[src/rtl/regfile_arb_pkg.sv]
// Shared types and defaults for the two-port register-file arbiter.
// The FSM encoding and parameter defaults live here so the top and bench agree.
package regfile_arb_pkg;

   typedef enum logic [1:0] {
      ST_INIT  = 2'd0,
      ST_IDLE  = 2'd1,
      ST_GRANT = 2'd2
   } state_t;

   localparam int AW_DEF         = 2;
   localparam int DW_DEF         = 4;
   localparam int INIT_VALUE_DEF = 0;

endpackage

[src/rtl/regfile_arbiter_rr_arb2.sv]
// Two-way round-robin pick: a lone requester always wins, a tie goes to
// whichever requester was not granted last (last: 0 = A, 1 = B).
module rr_arb2 (
   input  logic [1:0] req,
   input  logic       last,
   output logic [1:0] grant
);

   always_comb begin
      grant = req;
      if (req == 2'b11) begin
         grant = last ? 2'b01 : 2'b10;
      end
   end

endmodule

[src/rtl/regfile_arbiter.sv]
// Arbitrates two requesters onto one external register file, clearing every
// location after reset. All outputs come straight from registers.
module regfile_arbiter
   import regfile_arb_pkg::*;
#(
   parameter int              AW         = AW_DEF,
   parameter int              DW         = DW_DEF,
   parameter logic [DW-1:0]   INIT_VALUE = DW'(INIT_VALUE_DEF)
) (
   input  logic              clk,
   input  logic              rst_n,
   input  logic [1:0]        req,
   input  logic [1:0]        we,
   input  logic [2*AW-1:0]   addr,
   input  logic [2*DW-1:0]   wdata,
   output logic [1:0]        gnt,
   output logic [1:0]        rvalid,
   output logic [DW-1:0]     rdata,
   output logic              rf_we,
   output logic [AW-1:0]     rf_addr,
   output logic [DW-1:0]     rf_wdata,
   input  logic [DW-1:0]     rf_rdata,
   output logic              busy
);

   state_t          state_reg, state_next;
   logic            last_reg, last_next;
   logic [1:0]      gnt_reg, gnt_next;
   logic [1:0]      rvalid_reg, rvalid_next;
   logic [DW-1:0]   rdata_reg, rdata_next;
   logic            rf_we_reg, rf_we_next;
   logic [AW-1:0]   rf_addr_reg, rf_addr_next;
   logic [DW-1:0]   rf_wdata_reg, rf_wdata_next;
   logic            busy_reg, busy_next;

   logic [1:0]      arb_grant;
   logic            arb_idx;
   logic [AW-1:0]   req_addr  [2];
   logic [DW-1:0]   req_wdata [2];

   for (genvar gi = 0; gi < 2; gi++) begin : g_req_slice
      assign req_addr[gi]  = addr[gi*AW +: AW];
      assign req_wdata[gi] = wdata[gi*DW +: DW];
   end

   rr_arb2 u_arb (
      .req   (req),
      .last  (last_reg),
      .grant (arb_grant)
   );

   assign arb_idx = arb_grant[1];

   always_comb begin
      state_next    = state_reg;
      last_next     = last_reg;
      gnt_next      = 2'b00;
      rvalid_next   = 2'b00;
      rdata_next    = rdata_reg;
      rf_we_next    = rf_we_reg;
      rf_addr_next  = rf_addr_reg;
      rf_wdata_next = rf_wdata_reg;
      busy_next     = busy_reg;

      case (state_reg)
         ST_INIT: begin
            // rf_we low here means this is the first edge out of reset
            if (!rf_we_reg) begin
               rf_we_next    = 1'b1;
               rf_addr_next  = '0;
               rf_wdata_next = INIT_VALUE;
            end else if (rf_addr_reg == {AW{1'b1}}) begin
               rf_we_next = 1'b0;
               busy_next  = 1'b0;
               state_next = ST_IDLE;
            end else begin
               rf_addr_next = rf_addr_reg + 1'b1;
            end
         end
         ST_IDLE: begin
            rf_we_next = 1'b0;
            if (|req) begin
               gnt_next      = arb_grant;
               rf_we_next    = we[arb_idx];
               rf_addr_next  = req_addr[arb_idx];
               rf_wdata_next = req_wdata[arb_idx];
               last_next     = arb_idx;
               state_next    = ST_GRANT;
            end
         end
         ST_GRANT: begin
            rf_we_next = 1'b0;
            state_next = ST_IDLE;
            if (!rf_we_reg) begin
               rdata_next  = rf_rdata;
               rvalid_next = gnt_reg;
            end
         end
         default: begin
            state_next = ST_INIT;
         end
      endcase
   end

   always_ff @(posedge clk or negedge rst_n) begin
      if (!rst_n) begin
         state_reg    <= ST_INIT;
         last_reg     <= 1'b1;
         gnt_reg      <= 2'b00;
         rvalid_reg   <= 2'b00;
         rdata_reg    <= '0;
         rf_we_reg    <= 1'b0;
         rf_addr_reg  <= '0;
         rf_wdata_reg <= '0;
         busy_reg     <= 1'b1;
      end else begin
         state_reg    <= state_next;
         last_reg     <= last_next;
         gnt_reg      <= gnt_next;
         rvalid_reg   <= rvalid_next;
         rdata_reg    <= rdata_next;
         rf_we_reg    <= rf_we_next;
         rf_addr_reg  <= rf_addr_next;
         rf_wdata_reg <= rf_wdata_next;
         busy_reg     <= busy_next;
      end
   end

   assign gnt      = gnt_reg;
   assign rvalid   = rvalid_reg;
   assign rdata    = rdata_reg;
   assign rf_we    = rf_we_reg;
   assign rf_addr  = rf_addr_reg;
   assign rf_wdata = rf_wdata_reg;
   assign busy     = busy_reg;

endmodule
[config.mk]
export PLATFORM = sky130hd
export DESIGN_NAME = regfile_arbiter
export DESIGN_NICKNAME = d
export VERILOG_FILES = /design/src/rtl/regfile_arb_pkg.sv /design/src/rtl/regfile_arbiter_rr_arb2.sv /design/src/rtl/regfile_arbiter.sv
export SDC_FILE = /design/constraint.sdc
export NUM_CORES = 1
export LEC_CHECK = 0
export BUFFER_PORTS_ARGS = -buffer_cell sky130_fd_sc_hd__clkbuf_2
export CORE_UTILIZATION = 30
export CTS_CLUSTER_SIZE = 24
export DETAILED_ROUTE_END_ITERATION = 7
export GPL_TIMING_DRIVEN = 0
export PLACE_DENSITY = 0.55
export RECOVER_POWER = 100
export SYNTH_ARGS = -nofsm -noshare
export SYNTH_HDL_FRONTEND = slang
export SYNTH_SLANG_ARGS = --single-unit
[constraint.sdc]
create_clock -name clk -period 4.3 [get_ports clk]
set_input_delay 0.86 -clock clk [delete_from_list [all_inputs] [get_ports clk]]
set_output_delay 0.86 -clock clk [all_outputs]
set_load 0.005 [all_outputs]
== Yosys cells after proc, flatten, opt, wreduce, memory -nomap -nowiden ==
Cells that the tools add are included.

* Memories kept: 0
* RAM bits: 0
* Input bits: 22
* Output and inout port bits: 16
* ROM bits: 0
* Register bits after elaboration: 19
* Word-level logic and storage cells: 62
* Latch bits: 0

* Add/subtract/negate cells: 1
* Muxes and demuxes: 29
* Order comparisons: 2
* Reductions and logical operators: 10
* Divide/modulo/power cells: 0
* Equality and inequality tests: 9
* $mul: 0
* Shift-type cells: 0
* Bitwise operators: 2

{| class="wikitable"
|+ Operators by type and width
! kind !! count
|-
| $mux 2 || 15
|-
| $mux 4 || 5
|-
| $reduce_and 3->1 || 4
|-
| $ne 2x2->1 const B || 4
|-
| $pmux 4 s2 || 1
|-
| $eq 2x2->1 const B || 3
|-
| $pmux 2 s3 || 1
|-
| $mux 1 || 5
|-
| $pmux 2 s2 || 1
|-
| $reduce_and 2->1 || 2
|-
| $ne 3x3->1 const B || 1
|-
| $pmux 1 s3 || 1
|-
| $reduce_bool 3->1 || 1
|-
| $add 2x1->2 const B || 1
|-
| $eq 2x1->1 const B || 1
|-
| $ge 2x2->1 const B || 1
|-
| $logic_not 2->1 || 1
|-
| $lt 1x2->1 const B || 1
|-
| $not 1->2 || 1
|-
| $reduce_bool 2->1 || 1
|-
| $reduce_or 2->1 || 1
|-
| $not 1->1 || 1
|}

== Longest topological paths before layout ==
* Depth in word-level cells: 8
* Depth in mapped cells: 6
* Mapped depth without buffers: 5

== Hierarchy ==
Synthesis repeated with hierarchy kept, for this count alone.

* Cells, all modules: 80
* Area total of the unflattened synthesis: 1,003.5 um^2

{| class="wikitable"
|+ Modules (own cells, without submodules)
! module !! seq. area each (um^2) !! cells an instance !! times used !! area each (um^2)
|-
| regfile_arbiter || 478.0 || 77 || 1 || 984.7
|-
| rr_arb2 || 0.0 || 3 || 1 || 18.8
|}

== Worst setup path after synthesis ==
Ideal clock, no wire load.

* Path type: input -> register
* From: input req[0]
* To: register rf_addr_reg[0] (netlist: rf_addr[0])
* Path buffers: 1
* Arrival: 1.750 ns
* Setup slack: 2.469 ns
* Required time: 4.219 ns
* Stages: 4
* Setup time: 0.081 ns
* Cell sequence: buf_4 > a21boi_4 > mux2_4 > a31oi_2

* Word-level cells in the longest chain between the ends: 8
* Elaborated cells between the ends (all ways): 11
* Classes of those cells: eq/ne: 2; mux: 6; bitwise: 1; reduce/logical: 2

{| class="wikitable"
|+ Ends and longest elaborated chain
! element !! RTL line !! RTL
|-
| start, declared || regfile_arbiter.sv:12 || <nowiki>input logic [1:0] req,</nowiki>
|-
| $eq 2x2->1 || regfile_arbiter_rr_arb2.sv:11 || <nowiki>if (req == 2'b11) begin</nowiki>
|-
| $mux 2 || regfile_arbiter_rr_arb2.sv:11 ||
|-
| $not 1->2 (implied by the code) || regfile_arbiter.sv:85 || <nowiki>rf_addr_next = req_addr[arb_idx];</nowiki>
|-
| $mux 2 (implied by the code) (3 in series) || regfile_arbiter.sv:85 ||
|-
| $mux 2 || regfile_arbiter.sv:82 || <nowiki>if (|req) begin</nowiki>
|-
| $pmux 2 s2 || regfile_arbiter.sv:65 || <nowiki>case (state_reg)</nowiki>
|-
| end signal, assigned || regfile_arbiter.sv:123 || <nowiki>rf_addr_reg <= rf_addr_next;</nowiki>
|-
| end, declared || regfile_arbiter.sv:32 || <nowiki>logic [AW-1:0] rf_addr_reg, rf_addr_next;</nowiki>
|}

Parallel ways exist; a longest one is shown, timed or not. The select of a mux whose other input is x is not followed.
A chain may end at the register's enable or synchronous reset.

== Final worst setup path ==
* From: input req[1]
* To: register rf_addr_reg[0] (netlist: rf_addr[0])

Same word-level chain as after synthesis.

==> out/metrics.cfg <==
[logic_synthesis]
yosysTopAreaCell = dfrtp_1
synth_cells = 82
synth_top_area_share_pct = 42.7
synth-main-ff-cell = dfrtp_1
ys_seq_area_share_pct = 48.0
async_flop_share_pct = 100
synth.distinct_cells = 33
synth_nets = 109
mappedNetlistArea_um2 = 996
synth-warning-count = 0
synthTopCellsByArea = dfrtp_1, ha_1, dfstp_2
ys_ff_latch = 19
synth_edf_count = 0
syn_area_per_cell_um2 = 12.1

[global_route]
gr-total-overflow = 0
antenna_found_initial = 0
gr-usage-met1_pct = 15.1
track_usage_pct = 12.1
grt_pass1_wl_um = 3110
use_met2_pct = 19.3
busiest_layer = met2
first_global_vias = 733
grtUsageMet3_pct = 1.75
grt_max_degree = 20

[sta]
hold_viol_final = 0
slew_violations = 0
rsz0062_at_grt = no
max_freq_mhz = 404
fin_skew_ns = 0.00550
min_period_ns = 2.48
tns_ns = 0
maxSlewHeadroom_pct = 8.88
timing.final.crit_share_pct = 57.6
worst_pin_slew_ns = 1.35
setup_viol = 0
whs_ns = 0.491

[worst_setup_path]
start_kind = input port
crit_start = req[1]
cp_slowest_cell = a21boi_0
r2r-end = rf_addr[0]
slowest_delay_ns = 1.09
path_cells = clkbuf_1 > a21boi_0 > mux2_4 > a31oi_2
r2r-start = last_reg
end_kind = flop
setup.worst_path.end = rf_addr[0]
cp.arrival_ns = 2.70
critical_path_class = input port to flop
reg2regPathDepth = 3
ff2ff_setup_slack_ns = 2.29
crit_fanout = 8
cp.required_ns = 4.52

[place]
hpwl_um = 1600
io_buffers = 36
gp_congestion = 0.681

[clock_network]
postCtsHoldBufs = 0
cts_htree_levels = 1
cts_tree = yes
post_cts_resized = 0
numCtsBuffers = 3
clock-sinks = 19
cts.clk_slew.worst_paths_ns = 0.10
cts_buffer_depth = 2
cts_root_buf = clkbuf_4
post_cts_buffers = 0
clk_latency_ns = 0.29

[power]
p_switching_w = 0.000300
intPower_w = 0.000486
p_leak_nw = 0.569
ir_worst_vdd_v = 0.000180
p_comb_share_pct = 50.6
power_frac_seq_pct = 38.0
power.density_nw_per_um2 = 637
swShare_pct = 38.2
clkPwrFrac_pct = 11.4

[floorplanning]
start_util_pct = 32.1
die_y_um = 59.6
die_w_um = 59.6
dieArea_um2 = 3550
core_area_um2 = 3100
fp-row-count = 20
ios = 38

[worst_hold_path]
min-delay-start = rdata[0]
hp-class = flop to flop

[routing]
viasPerCell = 4.78
antenna_left = 0
dr.pass1.iters = 4
first_iter_violations = 7
routedWlPerCell_um = 11.9
dr_total_vias = 793
wirelength_um = 1980
drc = 0

[finish]
drive_gt1_share_pct = 32.0
syn_to_final_growth_pct = 23.7
final_nets = 150
n_antenna_cell = 0

[outcome]
outcome = completed

[run]
cap_viol_max_count = 0

## stage by stage
stage          worst slack, ns  util (%)  power [W]  cells  cell area, um2
2_1_floorplan             2.47         -   0.000595     82             996
3_3_place_gp              2.34      39.7   0.000706    162            1230
3_5_place_dp              2.33      39.7   0.000721    162            1230
4_1_cts                   2.49      40.5   0.000810    166            1260
5_1_grt                   1.75      39.7   0.000864    166            1230
6_report                  1.82      39.7   0.000785    166            1230
## placed cells by master (no fill, tap or decap), types with 2 or more instances in the layout
master     count
dfstp_2        2
mux2_1         4
dfrtp_1       17
and2_0         2
and2_1         2
mux2_4         2
a21oi_1        4
a31oi_1        3
mux2i_1        5
clkbuf_1      12
clkbuf_4       3
clkbuf_2      26
o2bb2ai_1      5
ha_1           5
nand2_1        7
inv_1          2
nand3_1        2
## per-layer routing
metal,share of wire [%],vias to the layer above
li1,-,391
met1,46,373
met2,46,25
met3,5.9,4
met4,1.9,0
met5,0,-
## logic make-up after synthesis
family | count (synthesis) | synth area share, %
AND/OR/NAND/NOR | 23 | 13.7
adder cells (fa/ha/maj) | 5 | 6.28
AO/OA/AOI/OAI | 20 | 17.5
multiplexers | 11 | 12.6
flip-flops | 19 | 48.0
buffers and inverters | 4 | 2.01
## worst min-delay path by stage
stage	slack (ns)	cells after the start	endpoint
floorplan	0.48	1	rvalid[0]
global placement	0.47	1	rdata[0]
detailed placement	0.47	1	rvalid[1]
CTS	0.49	1	rvalid[1]
global route	0.51	1	busy
finish	0.49	1	rdata[0]
## worst max-delay path, delay by kind of cell
family | cells | cell delay (ns)
muxes | 1 | 0.37
buffers and inverters | 1 | 0.23
AOI/OAI and AO/OA | 2 | 1.24
## cell type report
cell class | instances | area [um2]
Fill cell | 347 | 1870
Clock buffer | 4 | 26.3
Multi-Input combinational cell | 59 | 487
Inverter | 2 | 7.51
Buffer | 2 | 11.3
Sequential cell | 19 | 478
Tap cell | 44 | 55.1
Timing Repair Buffer | 36 | 168
## power by group through the flow
| stage | combinational, W | sequential (W) | clock (W) |
|---|---|---|---|
| 5_1_grt | 0.000454 | 0.000310 | 0.0000998 |
| 2_1_floorplan | 0.000292 | 0.000303 | 0 |
| 6_report | 0.000397 | 0.000298 | 0.0000899 |
| 3_5_place_dp | 0.000415 | 0.000306 | 0 |
| 4_1_cts | 0.000414 | 0.000302 | 0.0000936 |
| 3_3_place_gp | 0.000404 | 0.000302 | 0 |
## synthesized netlist by cell type (all sizes together) (2+ instances only)
library cell / instances
a31oi: 5
dfrtp: 17
inv: 2
a21oi: 4
ha: 5
o2bb2ai: 5
nand2: 7
and3: 2
nand3: 2
mux2i: 5
or3b: 2
buf: 2
mux2: 6
dfstp: 2
and2: 4
No activity file was read; power rests on OpenSTA's default activity.
